`config.mk`:
```
export PLATFORM = sky130hd
export DESIGN_NAME = seg7_scan_driver
export DESIGN_NICKNAME = d
export VERILOG_FILES = /design/src/rtl/seg7_scan_driver.sv
export SDC_FILE = /design/constraint.sdc
export NUM_CORES = 1
export LEC_CHECK = 0
export CORE_ASPECT_RATIO = 1.4
export CORE_MARGIN = 1.5
export CORE_UTILIZATION = 55
export DETAILED_ROUTE_END_ITERATION = 6
export PLACE_DENSITY = 0.85
export SKIP_LAST_GASP = 1
export SYNTH_ARGS = -nofsm -noshare
export SYNTH_HDL_FRONTEND = slang
export SYNTH_SLANG_ARGS = --single-unit
export TNS_END_PERCENT = 10
```
`constraint.sdc`:
```
create_clock -name clk_i -period 3.15 [get_ports clk_i]
set_input_delay 0.63 -clock clk_i [delete_from_list [all_inputs] [get_ports clk_i]]
set_output_delay 0.63 -clock clk_i [all_outputs]
set_load 0.05 [all_outputs]
```
`src/rtl/seg7_scan_driver.sv`:
```
// Time-multiplexed N-digit common-anode 7-segment driver: shared glyph decoder, dead-time, leading-zero blanking.
// Outputs registered (1 cycle after scan state); loads double-buffered and applied at digit-slot boundaries.
module seg7_scan_driver #(
  parameter int NUM_DIGITS  = 4,
  parameter int REFRESH_DIV = 50000,
  parameter int DEAD_CYCLES = 500
) (
  input  logic                    clk_i,
  input  logic                    rst_ni,
  input  logic [4*NUM_DIGITS-1:0] value_i,
  input  logic [NUM_DIGITS-1:0]   dp_in_i,
  input  logic                    mode_i,
  input  logic                    blank_lz_i,
  input  logic                    load_i,
  output logic [6:0]              leds_o,
  output logic                    dp_o,
  output logic [NUM_DIGITS-1:0]   an_o
);

  localparam int SW = (REFRESH_DIV > 1) ? $clog2(REFRESH_DIV) : 1;
  localparam int DW = (NUM_DIGITS > 1) ? $clog2(NUM_DIGITS) : 1;
  localparam logic [SW-1:0] S_LAST = SW'(REFRESH_DIV - 1);
  localparam logic [SW-1:0] S_DEAD = SW'(DEAD_CYCLES);
  localparam logic [DW-1:0] D_LAST = DW'(NUM_DIGITS - 1);

  typedef struct packed {
    logic [4*NUM_DIGITS-1:0] value;
    logic [NUM_DIGITS-1:0]   dp;
    logic                    mode;
    logic                    blank_lz;
  } frame_t;

  frame_t                pend_q, pend_d;
  frame_t                act_q, act_d;
  logic [SW-1:0]         s_q, s_d;
  logic [DW-1:0]         d_q, d_d;
  logic [6:0]            leds_q, leds_d;
  logic                  dp_q, dp_d;
  logic [NUM_DIGITS-1:0] an_q, an_d;

  logic                  wrap;
  logic                  in_dead;
  logic                  zero_run;
  logic [NUM_DIGITS-1:0] supp;
  logic [3:0]            cur_nib;
  logic                  cur_dp;
  logic                  cur_supp;
  logic [0:6]            glyph_bits;

  // Bit strings are written a..g left to right, i.e. index 0 is segment a.
  function automatic logic [0:6] glyph(input logic [3:0] nib, input logic text);
    logic [0:6] g;
    case (nib)
      4'h0:    g = 7'b000_0001;
      4'h1:    g = 7'b100_1111;
      4'h2:    g = 7'b001_0010;
      4'h3:    g = 7'b000_0110;
      4'h4:    g = 7'b100_1100;
      4'h5:    g = 7'b010_0100;
      4'h6:    g = 7'b010_0000;
      4'h7:    g = 7'b000_1111;
      4'h8:    g = 7'b000_0000;
      4'h9:    g = 7'b000_0100;
      4'hA:    g = text ? 7'b111_0001 : 7'b000_1000;
      4'hB:    g = text ? 7'b000_0001 : 7'b110_0000;
      4'hC:    g = text ? 7'b010_0100 : 7'b011_0001;
      4'hD:    g = text ? 7'b011_0000 : 7'b100_0010;
      4'hE:    g = text ? 7'b111_1111 : 7'b011_0000;
      default: g = text ? 7'b111_1111 : 7'b011_1000;
    endcase
    return g;
  endfunction

  // Scanner and double buffer: active only changes on the slot wrap edge.
  always_comb begin
    wrap   = (s_q == S_LAST);
    s_d    = wrap ? '0 : s_q + SW'(1);
    d_d    = d_q;
    if (wrap) begin
      d_d = (d_q == D_LAST) ? '0 : d_q + DW'(1);
    end
    pend_d = pend_q;
    if (load_i) begin
      pend_d.value    = value_i;
      pend_d.dp       = dp_in_i;
      pend_d.mode     = mode_i;
      pend_d.blank_lz = blank_lz_i;
    end
    act_d = wrap ? pend_q : act_q;
  end

  // A digit is a leading zero if it and every more-significant nibble are zero.
  always_comb begin
    zero_run = 1'b1;
    supp     = '0;
    for (int i = NUM_DIGITS - 1; i >= 0; i--) begin
      zero_run = zero_run & (act_q.value[4*i +: 4] == 4'h0);
      supp[i]  = act_q.blank_lz & zero_run & (i != 0);
    end
  end

  always_comb begin
    cur_nib  = 4'h0;
    cur_dp   = 1'b0;
    cur_supp = 1'b0;
    for (int i = 0; i < NUM_DIGITS; i++) begin
      if (d_q == DW'(i)) begin
        cur_nib  = act_q.value[4*i +: 4];
        cur_dp   = act_q.dp[i];
        cur_supp = supp[i];
      end
    end
  end

  always_comb begin
    in_dead    = (s_q < S_DEAD);
    glyph_bits = glyph(cur_nib, act_q.mode);
    an_d       = '1;
    leds_d     = '1;
    dp_d       = 1'b1;
    if (!in_dead && !cur_supp) begin
      for (int i = 0; i < NUM_DIGITS; i++) begin
        an_d[i] = (d_q != DW'(i));
      end
      for (int k = 0; k < 7; k++) begin
        leds_d[k] = glyph_bits[k];
      end
      dp_d = ~cur_dp;
    end
  end

  always_ff @(posedge clk_i or negedge rst_ni) begin
    if (!rst_ni) begin
      s_q    <= '0;
      d_q    <= '0;
      pend_q <= '0;
      act_q  <= '0;
      leds_q <= '1;
      dp_q   <= 1'b1;
      an_q   <= '1;
    end else begin
      s_q    <= s_d;
      d_q    <= d_d;
      pend_q <= pend_d;
      act_q  <= act_d;
      leds_q <= leds_d;
      dp_q   <= dp_d;
      an_q   <= an_d;
    end
  end

  assign leds_o = leds_q;
  assign dp_o   = dp_q;
  assign an_o   = an_q;

endmodule

```
Yosys cells after proc, flatten, opt, wreduce, memory -nomap -nowiden. Cells that the tools add are included.

Word-level logic and storage cells: 75. Bits in registers: 74. Output and inout port bits: 12.

Magnitude comparators: 1. Equal/unequal tests: 21. $add $sub $neg: 2. Reductions and logical operators: 9. Bitwise gates (word level): 6. Mux-type cells: 23.

Operators with widths (number): 7-bit one-hot mux with 15 select lines (1); 7-bit two-way mux (6); 4-bit equality test (second input constant) (7); 4-bit two-way mux (5); 16-bit by 1-bit adder with 16-bit output (second input constant) (1); 16-bit equality test (second input constant) (1); 4-bit by 3-bit equality test with 1-bit output (second input constant) (4); 4-bit zero test (4); 16-bit by 9-bit < comparator with 1-bit output (second input constant) (1); 16-bit two-way mux (1); 4-bit by 2-bit equality test with 1-bit output (second input constant) (2); 1-bit two-way mux (8); 1-bit bitwise AND (5); 5-bit two-way mux (1); 2-bit equality test (second input constant) (2); 4-bit by 1-bit equality test with 1-bit output (second input constant) (1); 2-bit inequality test (second input constant) (2); 2-bit by 1-bit adder with 2-bit output (second input constant) (1); 2-bit by 1-bit equality test with 1-bit output (second input constant) (1); 1-bit zero test (2); 2-bit zero test (1); 2-bit two-way mux (1); 2-bit by 1-bit inequality test with 1-bit output (second input constant) (1); 2-bit nonzero test (1); other kinds (2) (2).

Logic depth before layout (Yosys ltp). Gate-level depths: netlist of run 1.

Word-level depth: 10. Depth in mapped cells: 9. Depth with buffers taken out: 7.

Least setup slack after synthesis of run 1. OpenSTA, ideal clock, no wires.

Path kind: register -> register. Start: register d_q[0]. End: register leds_q[1] (netlist: leds_o[1]). Data arrival time: 1.822 ns. Path buffers: 2. Library setup time: 0.085 ns. Cell stages (with the launch flop): 10. Slack: 1.243 ns. Cell sequence: dfrtp_1 inv_1 ha_1 buf_4 nor3b_1 a311o_2 buf_4 nor3_1 a211oi_1 o221ai_1.

Cells in the longest elaborated chain, start to end: 8. Elaborated cells on any way between the ends: 30. Those cells by class: 17 x eq/ne; 9 x mux; 4 x reduce/logical.

Ends and longest elaborated chain: start: declaration (line 36) `logic [DW-1:0] d_q, d_d;`; start signal: assignment (line 135) `d_q <= '0;`; start signal: assignment (line 143) `d_q <= d_d;`; 2-bit zero test (line 107) `if (d_q == DW'(i)) begin`; 4-bit two-way mux (4 in a row) (line 107); 4-bit equality test, or another cell as far along (line 53) `case (nib)`; 7-bit one-hot mux with 15 select lines (line 53); 7-bit two-way mux (*) (line 121) `if (!in_dead && !cur_supp) begin`; named net leds_d[1] (line 37) `logic [6:0] leds_q, leds_d;`; end signal: assignment (line 146) `leds_q <= leds_d;`; end: declaration (line 37).

The timed path passes the listed nets; every way through them passes the cells marked *. A chain may end at the register's enable or synchronous reset.

Final worst setup path of run 1.
Start: register d_q[0]. End: register leds_q[0] (netlist: leds_o[0]).

Same word-level chain as after synthesis.

==> results.yml, run 1 <==
cts:
  postCtsSetupRepairBufs: 0
  clk_pin_slew_ps: 70
  cts-resized-gates: 0
  cts_buffers: 9
  postCtsHoldBufs: 0
  cts_htree_levels: 3
  cts_num_sinks: 74
  tritoncts: "done"
  clockBufferDepth: 2
  clk_latency_ps: 350
  root_buffer: "clkbuf_8"
synth:
  synth_compound_area_share_pct: 9.55
  async_reset_ff_share_pct: 100
  yosysSeqAreaShare_pct: 54.2
  synthesis.area_sq_mm: 0.00344
  synth.most_common_cell: "dfrtp_1"
  ys_warn_count: 0
  dominantRegCellSynth: "dfrtp_1"
  syn_nets: 308
  synth.top_cell.area_share_pct: 45.0
  synthTopCellsByArea: "dfrtp_1 45%, mux2_2 14%, dfstp_2 9.2%"
  synth_xor_xnor_area_share_pct: 3.31
  syn_area_per_cell_sq_um: 12.4
  synth_edf_count: 0
  syn_inst: 278
  synth_fa_ha_area_share_pct: 1.82
  synth_cell_types: 47
  yosysTopAreaCell: "dfrtp_1"
  synth_common_cells: "62 x dfrtp_1, 44 x mux2_2, 19 x nor2_1"
  synth_top_family_by_area: "multiplexers"
  muxShareOfSynthArea_pct: 14.7
  synth-simple-area-share_pct: 13.4
  ys_ff_latch: 74
drt:
  dr.max_layer_used: "met4"
  ant_nets: 0
  vias: 2301
  first_iter_violations: 263
  wl_per_cell_um: 16.5
  drtPass1Iterations: 4
  drc: 0
  wl_met1_um: 2560
  vias_per_cell: 5.88
  wl_um: 6430
  wl_met3_um: 251
  wl_met2_um: 3440
power_and_ir_drop:
  p_sw_share_pct: 20.2
  vdd_drop_max_uv: 364
  power_switching_mw: 0.380
  p_seq_share_pct: 52.9
  powerDensity_mw_per_mm2: 463
  p_int_mw: 1.50
  power_mw: 1.88
  combPwrFrac_pct: 4.6
  p_leak_nw: 1.74
  power.share.clock_pct: 42.5
finish:
  multi_input_area_sq_mm: 0.00147
  area_delta_synth_final_pct: 17.8
  drive_gt1_share_pct: 27.1
  fin_cells: 391
  filler_cell_count: 447
  ff_latch_area_sq_mm: 0.00187
  antenna_cells: 0
  finalNetCount: 346
placement:
  dp_hpwl_um: 4560
  placedCellCount: 375
  gp_congestion: 0.908
  place_ws_ps: 855
  port_buffers: 36
critical_path:
  crit_fanout: 14
  rrSetupSlack_ps: 750
  required_ps: 3410
  regToRegStartpoint: "d_q[0]"
  worst_ep_arrival_time_ps: 2660
  startpoint_type: "flip-flop"
  end_kind: "flip-flop"
  path_class: "reg2reg"
  startpoint: "d_q[0]"
outcome:
  outcome: "finished, final reports clean"
global_route:
  grt_max_degree: 43
  track_usage_pct: 21.4
  grt_pass1_vias: 2402
  overflow: 0
  antenna_found_initial: 0
  grt_pass1_wl_um: 11400
sta:
  whs_ps: 329
  slew_headroom_pct: 46.2
  slew_viol_final: 0
  setup_viol: 0
  finalCritPeriodShare_pct: 76.2
  setup_ws_ps: 749
  worst_clock_skew_ps: 11.4
  rsz0062_at_grt: "no"
  setup_tns_ps: 0
  tightest_slew_ps: 807
  hold_violations: 0
  fin_crit_ps: 2400
  fmax_ghz: 0.416
worst_hold_path:
  hold_class: "in2async"
floorplanning:
  boundaryPins: 37
  std_cell_rows: 33
  die_w_um: 69.9
  initial_utilization_pct: 57.9
  core_area_sq_mm: 0.00595
  die_area_sq_mm: 0.00675
  die_y_um: 96.6
flow_run:
  max_cap_violations: 0
## through the flow
stage / instance area [sq um] / utilization (%)
after floorplan: 3440 / -
after global placement: 3840 / 64.5
after detailed placement: 3840 / 64.5
after CTS: 4060 / 68.2
after global routing: 4060 / 68.2
final: 4060 / 68.2
## metal layers
metal | track usage (%) | vias to the layer above
li1 | - | 1084
met4 | 11.2 | 0
met5 | 0 | -
met3 | 5.42 | 19
met1 | 24.9 | 1138
met2 | 35.9 | 60
## placed cells by master, fill, tap and decap left out, types with 8 or more instances in the layout
| master | synthesis | final |
|---|---|---|
| nor2_1 | 19 | 19 |
| nand3_1 | 9 | 9 |
| mux2_2 | 44 | 44 |
| clkbuf_8 | 0 | 10 |
| dfrtp_1 | 62 | 62 |
| dfstp_2 | 12 | 12 |
| xnor2_1 | 8 | 8 |
| nand2_1 | 18 | 18 |
| o21ai_0 | 8 | 8 |
| clkdlybuf4s50_1 | 0 | 35 |
## worst paths after layout
| kind | cells after the start | to |
|---|---|---|
| min in group clk_i | 1 | s_q[0] |
| min reg2reg | 1 | s_q[0] |
| max reg2reg | 6 | leds_o[0] |
| min | 1 | s_q[8] |
| max | 6 | leds_o[0] |
| max in group asynchronous | 2 | an_o[2] |
## layout make-up
| cell class | count | share of cell area, % |
|---|---|---|
| repair buffers | 40 | 9.81 |
| well taps | 70 | 2.16 |
| clock inverters | 5 | 1.94 |
| clock buffers | 11 | 3.48 |
| flip-flops and latches | 74 | 46.0 |
| multi-input cells | 188 | 36.3 |
| inverters | 3 | 0.278 |
## flip-flops by register name, summed over array words and instances (netlist names)
| signal | cells |
|---|---|
| act_q | 22 |
| pend_q | 22 |
| s_q | 16 |
| leds_o | 7 |
| an_o | 4 |
| d_q | 2 |
| dp_o | 1 |
## power groups by stage
stage          Combinational, mW  Clock [mW]  Sequential (mW)
2_1_floorplan             0.0335           0             1.00
3_3_place_gp              0.0848           0             1.01
3_5_place_dp              0.0883           0             1.01
4_1_cts                   0.0885       0.819            0.994
5_1_grt                   0.0962       0.854            0.997
6_report                  0.0858       0.799            0.994
## kinds of logic after synthesis
logic type | count (synthesis)
and+or+nand+nor | 85
DFF | 74
muxes | 45
AOI/OAI and AO/OA | 40
buffers and inverters | 16
xor gates and xnor gates | 13
adders and majority gates | 5
## worst max-delay path, cell delays in order, from the launching register on
cell,delay [ps]
dfrtp_1,400
ha_1,520
nor3b_1,170
a311oi_2,690
nor4_1,130
o31ai_1,290
nand3_1,110
Note: power is estimated with default switching activity, not from simulation.
==> run 2, diff against run 1 <==
CORE_UTILIZATION = 51   (was 55)
PLACE_DENSITY = 0.83   (was 0.85)
clock period = 2.1 ns   (was 3.15 ns; I/O delays follow)
==> run 2 against run 1 <==
  * Clock power rose by 50%
  * Critical path type unchanged
  * Cell area rose by 6.1%
  * Wire length rose by 3.0%
  * Combinational power rose by 50%
  * Largest power group unchanged
  * Largest cell class unchanged
  * Clock-buffer cell count rose by 1
  * Via count rose by 5.7%
==> results.yml, run 2 (synthesis gave the netlist of run 1 again) <==
sta:
  hold_violations: 0
  whs_ps: 88.7
  slew_headroom_pct: 66.3
  worst_clock_skew_ps: 14.1
  rsz0062_at_grt: "yes"
  setup_viol: 0
  fmax_ghz: 0.478
  fin_crit_ps: 2090
  tightest_slew_ps: 504
  slew_viol_final: 0
  finalCritPeriodShare_pct: 99.5
critical_path:
  rr_worst_depth: 8
  r2r_end: "leds_o[0]"
  worst_ep_arrival_time_ps: 2360
  path_class: "reg2reg"
  rrSetupSlack_ps: 10
  required_ps: 2370
  startpoint_type: "flip-flop"
  regToRegStartpoint: "d_q[1]"
  crit_fanout: 12
  end_kind: "flip-flop"
finish:
  final_common_cell: "dfrtp_1"
  area_delta_synth_final_pct: 25.0
  fin_util_pct: 65.5
  antenna_cells: 0
  filler_cell_count: 500
  reg_top3: "act_q x22, pend_q x22, s_q x16"
  final_cell_mix: "60 x dfrtp_1, 44 x mux2_2, 32 x clkdlybuf4s50_1"
  finalNetCount: 363
  fin_cells: 412
  drive_gt1_share_pct: 35.5
global_route:
  track_usage_pct: 18.6
  grt_pass1_wl_um: 10400
  overflow: 0
  grt_max_degree: 75
  antenna_found_initial: 0
  grt_pass1_vias: 2311
floorplanning:
  die_area_sq_mm: 0.00726
  initial_utilization_pct: 52.4
  core_area_sq_mm: 0.00657
  die_y_um: 100
  std_cell_rows: 35
  die_w_um: 72.5
  boundaryPins: 37
cts:
  cts_buffers: 9
  cts_htree_levels: 3
  tritoncts: "done"
  postCtsHoldBufs: 0
  clk_pin_slew_ps: 80
  root_buffer: "clkbuf_8"
  cts_num_sinks: 74
  clockBufferDepth: 2
  clk_latency_ps: 350
drt:
  drtPass1Iterations: 4
  wl_um: 6630
  vias_per_cell: 5.91
  vias: 2433
  wl_per_cell_um: 16.1
  drc: 0
  ant_nets: 0
  first_iter_violations: 228
worst_hold_path:
  hold_class: "in2async"
placement:
  port_buffers: 36
  gp_congestion: 0.833
  placedCellCount: 388
  dp_hpwl_um: 4280
power_and_ir_drop:
  vdd_drop_max_uv: 520
  powerDensity_mw_per_mm2: 654
  p_leak_nw: 1.82
flow_run:
  max_cap_violations: 0
outcome:
  outcome: "finished, final reports clean"
==> run 2: changes by cell type in the layout (fill, tap and decap cells not counted), sizes merged <==
cell,before,now
buf,5,21
clkdlybuf4s50,35,32
clkinv,3,1
a311o,4,5
a311oi,5,6
clkbuf,11,12
clkinvlp,0,1
dlymetal6s2s,0,1
nor2,20,21
==> run 2: power breakdown <==
group	switching (mW)	total, mW	leakage (nW)	internal (mW)
Combinational	0.0490	0.129	0.787	0.0801
Sequential	0.0211	1.49	0.925	1.47
Clock	0.492	1.20	0.107	0.704
Total	0.562	2.81	1.82	2.25
==> run 2: worst max path at each step <==
stage,cells past startpoint,endpoint,startpoint,slack [ps]
4_1_cts,7,leds_o[0],d_q[0],-10
6_report,8,leds_o[0],d_q[1],10
2_1_floorplan,9,leds_o[1],d_q[0],190
3_5_place_dp,7,leds_o[0],d_q[1],-30
5_1_grt,7,leds_o[3],d_q[0],-70
3_3_place_gp,7,leds_o[0],d_q[1],40
==> run 2: area by class of cell <==
cell class / instances / area (sq um) / share of cell area [%]
Clock buffer: 12 / 145 / 3.37
Multi-Input combinational cell: 191 / 1600 / 37.1
Inverter: 3 / 11.3 / 0.262
Tap cell: 74 / 92.6 / 2.15
Timing Repair Buffer: 54 / 513 / 11.9
Sequential cell: 74 / 1870 / 43.4
Clock inverter: 4 / 76.3 / 1.77
==> run 2: per-stage QoR <==
stage	area, sq um	power (mW)	setup WS, ps	setup TNS, ps
floorplan	3440	1.56	193	0
global placement	3920	1.64	43.0	0
detailed placement	3920	1.65	-34.5	-34.5
CTS	4160	2.84	-11.1	-27.0
global route	4300	2.92	-65.6	-297
finish	4300	2.81	10.0	0
==> run 2: layer usage <==
layer	vias to the layer above	global-route usage, %	wire, um
li1	1139	-	-
met1	1196	22.5	2780
met2	76	30.3	3370
met3	22	4.12	224
met4	0	10.9	245
met5	-	0	0
==> run 2: worst max-delay path: stages (launching register included) <==
cell,delay (ps)
dfrtp_2,430
inv_2,80
ha_4,200
nand3b_1,250
buf_4,200
a311oi_2,470
o211a_1,230
o31ai_1,70
nand3_1,110
==> run 2: timing repair <==
| action | in CTS | in global routing |
|---|---|---|
| pin swaps | 1 | 7 |
| gates cloned | 0 | 3 |
| buffers inserted | 0 | 5 |
| endpoints found under the setup margin | 4 | 11 |
| gates resized for setup | 4 | 20 |
